--- config.mk ---
export PLATFORM = sky130hd
export DESIGN_NAME = aes_mix_columns_seq
export DESIGN_NICKNAME = d
export VERILOG_FILES = /design/src/rtl/aes_mix_pkg.sv /design/src/rtl/aes_mix_single_column.sv /design/src/rtl/aes_mix_columns_seq.sv
export SDC_FILE = /design/constraint.sdc
export NUM_CORES = 1
export LEC_CHECK = 0
export CAP_MARGIN = 10
export CORE_ASPECT_RATIO = 0.6
export CORE_MARGIN = 8
export CORE_UTILIZATION = 35
export DETAILED_ROUTE_END_ITERATION = 10
export GPL_ROUTABILITY_DRIVEN = 0
export PLACE_DENSITY_LB_ADDON = 0.1
export RECOVER_POWER = 100
export SETUP_SLACK_MARGIN = 0.1
export SLEW_MARGIN = 40
export SYNTH_ARGS = -nofsm -noshare
export SYNTH_HDL_FRONTEND = slang
export SYNTH_HIERARCHICAL = 1
export SYNTH_SLANG_ARGS = --single-unit
export TNS_END_PERCENT = 20
--- constraint.sdc ---
create_clock -name clk -period 6.8 [get_ports clk]
set_clock_uncertainty 0.1 [all_clocks]
set_input_delay 1.02 -clock clk [delete_from_list [all_inputs] [get_ports clk]]
set_output_delay 1.02 -clock clk [all_outputs]
set_load 0.1 [all_outputs]
--- src/rtl/aes_mix_pkg.sv ---
// Shared types and GF(2^8) helpers for the iterative AES MixColumns stage.
package aes_mix_pkg;

  // Reduction constant of the AES field polynomial x^8 + x^4 + x^3 + x + 1
  localparam logic [7:0] AES_POLY = 8'h1B;

  typedef enum logic [1:0] {
    IDLE,
    BUSY,
    DONE
  } mix_state_t;

  typedef logic [7:0]  aes_byte_t;
  typedef logic [31:0] aes_col_t;

  // Multiply by x (i.e. by 2) in GF(2^8)
  function automatic aes_byte_t xtime(input aes_byte_t x);
    return {x[6:0], 1'b0} ^ (x[7] ? AES_POLY : 8'h00);
  endfunction

endpackage

--- src/rtl/aes_mix_single_column.sv ---
// Combinational MixColumns on one 32-bit column (byte a0 in the top byte).
// Inverse coefficients are only built when AES_MIX_INV_EN is defined.
module aes_mix_single_column
  import aes_mix_pkg::*;
(
  input  aes_col_t col_i,
  input  logic     inv_i,
  output aes_col_t col_o
);

  aes_byte_t a0, a1, a2, a3;
  aes_byte_t x0, x1, x2, x3;
  aes_col_t  fwdCol;

  assign a0 = col_i[31:24];
  assign a1 = col_i[23:16];
  assign a2 = col_i[15:8];
  assign a3 = col_i[7:0];

  assign x0 = xtime(a0);
  assign x1 = xtime(a1);
  assign x2 = xtime(a2);
  assign x3 = xtime(a3);

  // Forward matrix rows {2,3,1,1} rotated per output byte; 3a = 2a ^ a
  always_comb begin
    fwdCol[31:24] = x0 ^ (x1 ^ a1) ^ a2 ^ a3;
    fwdCol[23:16] = a0 ^ x1 ^ (x2 ^ a2) ^ a3;
    fwdCol[15:8]  = a0 ^ a1 ^ x2 ^ (x3 ^ a3);
    fwdCol[7:0]   = (x0 ^ a0) ^ a1 ^ a2 ^ x3;
  end

`ifdef AES_MIX_INV_EN
  aes_byte_t q0, q1, q2, q3;
  aes_byte_t e0, e1, e2, e3;
  aes_byte_t m9[4], mb[4], md[4], me[4];
  aes_col_t  invCol;

  assign q0 = xtime(x0);
  assign q1 = xtime(x1);
  assign q2 = xtime(x2);
  assign q3 = xtime(x3);
  assign e0 = xtime(q0);
  assign e1 = xtime(q1);
  assign e2 = xtime(q2);
  assign e3 = xtime(q3);

  // Build 9,b,d,e multiples from the 2x/4x/8x chain of each input byte
  always_comb begin
    m9[0] = e0 ^ a0;       m9[1] = e1 ^ a1;       m9[2] = e2 ^ a2;       m9[3] = e3 ^ a3;
    mb[0] = e0 ^ x0 ^ a0;  mb[1] = e1 ^ x1 ^ a1;  mb[2] = e2 ^ x2 ^ a2;  mb[3] = e3 ^ x3 ^ a3;
    md[0] = e0 ^ q0 ^ a0;  md[1] = e1 ^ q1 ^ a1;  md[2] = e2 ^ q2 ^ a2;  md[3] = e3 ^ q3 ^ a3;
    me[0] = e0 ^ q0 ^ x0;  me[1] = e1 ^ q1 ^ x1;  me[2] = e2 ^ q2 ^ x2;  me[3] = e3 ^ q3 ^ x3;
  end

  // Inverse matrix rows {0e,0b,0d,09} rotated per output byte
  always_comb begin
    invCol[31:24] = me[0] ^ mb[1] ^ md[2] ^ m9[3];
    invCol[23:16] = m9[0] ^ me[1] ^ mb[2] ^ md[3];
    invCol[15:8]  = md[0] ^ m9[1] ^ me[2] ^ mb[3];
    invCol[7:0]   = mb[0] ^ md[1] ^ m9[2] ^ me[3];
  end

  assign col_o = inv_i ? invCol : fwdCol;
`else
  logic unusedInv;
  assign unusedInv = inv_i;
  assign col_o     = fwdCol;
`endif

endmodule

--- src/rtl/aes_mix_columns_seq.sv ---
// Iterative AES MixColumns: one column per clock through a shared column
// multiplier, four passes per state, valid/ready on both sides.
// Optional feature macro: AES_MIX_INV_EN (inverse MixColumns via in_inv).
module aes_mix_columns_seq
  import aes_mix_pkg::*;
#(
  parameter int NCOL  = 4,
  parameter int COL_W = 32
) (
  input  logic                    clk,
  input  logic                    rst,
  input  logic                    in_valid,
  output logic                    in_ready,
  input  logic [NCOL*COL_W-1:0]   in_state,
  input  logic                    in_inv,
  output logic                    out_valid,
  input  logic                    out_ready,
  output logic [NCOL*COL_W-1:0]   out_state,
  output logic                    busy
);

  if (NCOL != 4 || COL_W != 32) begin : g_bad_cfg
    $error("aes_mix_columns_seq: only NCOL=4 and COL_W=32 are legal");
  end

  mix_state_t                fsm_q, fsm_d;
  logic [1:0]                col_cnt_q, col_cnt_d;
  logic [NCOL*COL_W-1:0]     state_q, state_d;
  logic                      inv_q;
  aes_col_t                  colIn, colOut;

  // Pick the column currently being mixed out of the held state
  always_comb begin
    colIn = state_q[127:96];
    case (col_cnt_q)
      2'd0: colIn = state_q[127:96];
      2'd1: colIn = state_q[95:64];
      2'd2: colIn = state_q[63:32];
      2'd3: colIn = state_q[31:0];
      default: colIn = state_q[127:96];
    endcase
  end

  aes_mix_single_column u_column (
    .col_i (colIn),
    .inv_i (inv_q),
    .col_o (colOut)
  );

  // State register: FSM, column counter and the working state
  always_ff @(posedge clk) begin
    if (rst) begin
      fsm_q     <= IDLE;
      col_cnt_q <= 2'd0;
      state_q   <= '0;
    end else begin
      fsm_q     <= fsm_d;
      col_cnt_q <= col_cnt_d;
      state_q   <= state_d;
    end
  end

`ifdef AES_MIX_INV_EN
  // Direction is latched with the state so a changing in_inv cannot disturb a pass
  always_ff @(posedge clk) begin
    if (rst) begin
      inv_q <= 1'b0;
    end else if (fsm_q == IDLE && in_valid) begin
      inv_q <= in_inv;
    end
  end
`else
  logic unusedInInv;
  assign unusedInInv = in_inv;
  assign inv_q       = 1'b0;
`endif

  // Next state: load on accept, replace one column per BUSY cycle, release on handshake
  always_comb begin
    fsm_d     = fsm_q;
    col_cnt_d = col_cnt_q;
    state_d   = state_q;
    case (fsm_q)
      IDLE: begin
        if (in_valid) begin
          state_d   = in_state;
          col_cnt_d = 2'd0;
          fsm_d     = BUSY;
        end
      end
      BUSY: begin
        case (col_cnt_q)
          2'd0: state_d[127:96] = colOut;
          2'd1: state_d[95:64]  = colOut;
          2'd2: state_d[63:32]  = colOut;
          2'd3: state_d[31:0]   = colOut;
          default: state_d = state_q;
        endcase
        col_cnt_d = col_cnt_q + 2'd1;
        if (col_cnt_q == 2'd3) begin
          fsm_d = DONE;
        end
      end
      DONE: begin
        if (out_ready) begin
          fsm_d = IDLE;
        end
      end
      default: fsm_d = IDLE;
    endcase
  end

  // Outputs decoded purely from the FSM state
  always_comb begin
    in_ready  = (fsm_q == IDLE);
    out_valid = (fsm_q == DONE);
    busy      = (fsm_q == BUSY) || (fsm_q == DONE);
  end

  assign out_state = state_q;

endmodule
==> flow_summary.yaml <==
finish:
  antenna_cells: 0
  multi_input_area_sq_um: 5500
  fillCellCount: 2495
  regArea_sq_um: 2640
  drive_gt1_frac: 0.140
  finish.utilization: 0.445
  area_growth_pct: 24.8
  fin_nets: 1162
clock_network:
  root_buffer: "clkbuf_16"
  cts.repair.resized: 0
  path_clk_slew_ps: 60
  cts-buffers-inserted: 17
  hold_buffers: 0
  cts_tree: "done"
  cts_sinks: 132
  cts_max_path_buffers: 2
  post_cts_buffers: 0
  clk_latency_ps: 440
  htreeDepth: 4
min_path:
  hold_path_class: "reg -> reg"
  whs_endpoint: "col_cnt_q[0]$_SDFFE_PP0P_"
  worstHoldStart: "col_cnt_q[0]$_SDFFE_PP0P_"
  hold_path_depth: 2
global_routing:
  grt_pass1_vias: 7826
  grt_usage: 0.228
  grt_max_degree: 68
  antenna_found_initial: 1
  grt_overflow_total: 0
  grt_pass1_wl_mm: 53.7
flow_run:
  cap_viol_max_count: 3
worst_setup_path:
  cp.arrival_ps: 5400
  reg2regPathDepth: 6
  r2r_slack_ps: 1640
  timing.rr.end: "out_state[123]$_SDFFE_PP0P_"
  startpoint_type: "flip-flop"
  worst_setup_path_end_kind: "flip-flop"
  required_ps: 7040
  worstSetupPathType: "reg -> reg"
  crit_path_max_fanout: 67
  cp-startpoint: "fsm_q[1]$_SDFFE_PP0P_"
  rr_startpoint: "fsm_q[1]$_SDFFE_PP0P_"
status:
  status: "finished with violations"
  violations: "max-capacitance violations, max-slew violations"
drt:
  routed_wirelength_mm: 37.0
  dr.pass1.iters: 8
  via_count: 7713
  dr.first_iter.drc_count: 842
  detail-route-antenna-nets: 0
  wl_per_cell_um: 27.1
  viasPerCell: 5.66
  route.detailed.drc: 0
logic_synthesis:
  syn_area_per_cell_sq_um: 11.0
  ys_warn_count: 6
  synthCells: 820
  synth_area_sq_um: 9010
  synth_nets: 960
sta:
  finalHoldViolations: 0
  rsz0062_at_grt: "no"
  fin_crit_sh: 0.758
  setup_violations: 0
  setup_tns_ps: 0
  worstMarginPinSlew_ps: 2270
  max_freq_ghz: 0.194
  relSlewSlack: -0.515
  period_needed_ps: 5160
  drv_slew: 141
floorplan:
  io_pins: 264
  die_h_um: 140
  dieArea_sq_um: 31300
  rows: 45
  core_area_sq_um: 25300
  die_x_um: 223
  start_util: 0.357
power:
  p_per_area_nw_per_um2: 375
  ir_drop_v: 0.000199
  p_total_mw: 4.22
  p_leak_nw: 4.18
place:
  portBuffers: 262
  hpwl_mm: 26.0
## power breakdown
group | switching [mW] | internal, mW | total [mW]
sequential | 0.0951 | 0.881 | 0.976
combinational | 1.62 | 0.638 | 2.25
clock | 0.373 | 0.613 | 0.986
total | 2.08 | 2.13 | 4.22
## how the worst max path moves through the flow
stage | to | slack [ps] | depth (start not counted)
after CTS | out_state[125]$_SDFFE_PP0P_ | 2690 | 9
after floorplan | out_state[121]$_SDFFE_PP0P_ | 3830 | 9
final | out_state[123]$_SDFFE_PP0P_ | 1640 | 6
after detailed placement | out_state[125]$_SDFFE_PP0P_ | 2710 | 9
after global placement | out_state[125]$_SDFFE_PP0P_ | 2710 | 9
after global routing | out_state[123]$_SDFFE_PP0P_ | 1280 | 6
## per-layer routing
layer / global-route usage / routed length, um / vias up
met5: 0 / 0 / -
met4: 0.0490 / 398 / 0
met3: 0.0655 / 2920 / 32
met2: 0.323 / 15000 / 324
met1: 0.334 / 18700 / 3836
li1: - / - / 3521
## sequential cells by signal, summed over array words and instances (netlist names)
signal,cells
fsm_q,2
out_state,128
col_cnt_q,2
## worst max-delay path, stage by stage, from the launching register on
cell and delay (ps):
dfxtp_1 330, inv_1 90, ha_1 1650, mux2_1 1070
clkbuf_2 1250, a21oi_1 180, a211oi_1 290
## cell usage in the layout, fill, tap and decap left out, types with 3 or more instances in the layout
cell type,count
xor3_1,10
mux2i_1,157
a211oi_1,49
xor2_1,15
mux2i_2,4
xnor3_1,31
clkbuf_8,4
a211oi_2,79
dfxtp_1,132
xnor2_2,3
bufinv_16,3
clkdlybuf4s50_1,130
xnor2_1,16
buf_6,3
a222oi_1,32
inv_1,37
clkbuf_16,17
clkbuf_1,134
nand2b_2,4
ha_1,5
a21oi_1,129
buf_4,14
## final cells by class
type	count	share of cell area
sequential	132	0.235
clock inverter	8	0.0110
multi-input combinational	554	0.489
clock buffer	23	0.0434
tap	329	0.0366
timing repair buffer	280	0.173
inverter	37	0.0123
## stage by stage
stage | setup WS (ps) | hold WS (ps) | instance area, sq um | instances
global route | 1280 | 459 | 11200 | 1363
CTS | 2690 | 405 | 11600 | 1363
floorplan | 3830 | 366 | 9010 | 820
finish | 1640 | 412 | 11200 | 1363
detailed placement | 2710 | 397 | 11000 | 1332
global placement | 2710 | 384 | 11700 | 1332
(Power assumes the default switching activity.)
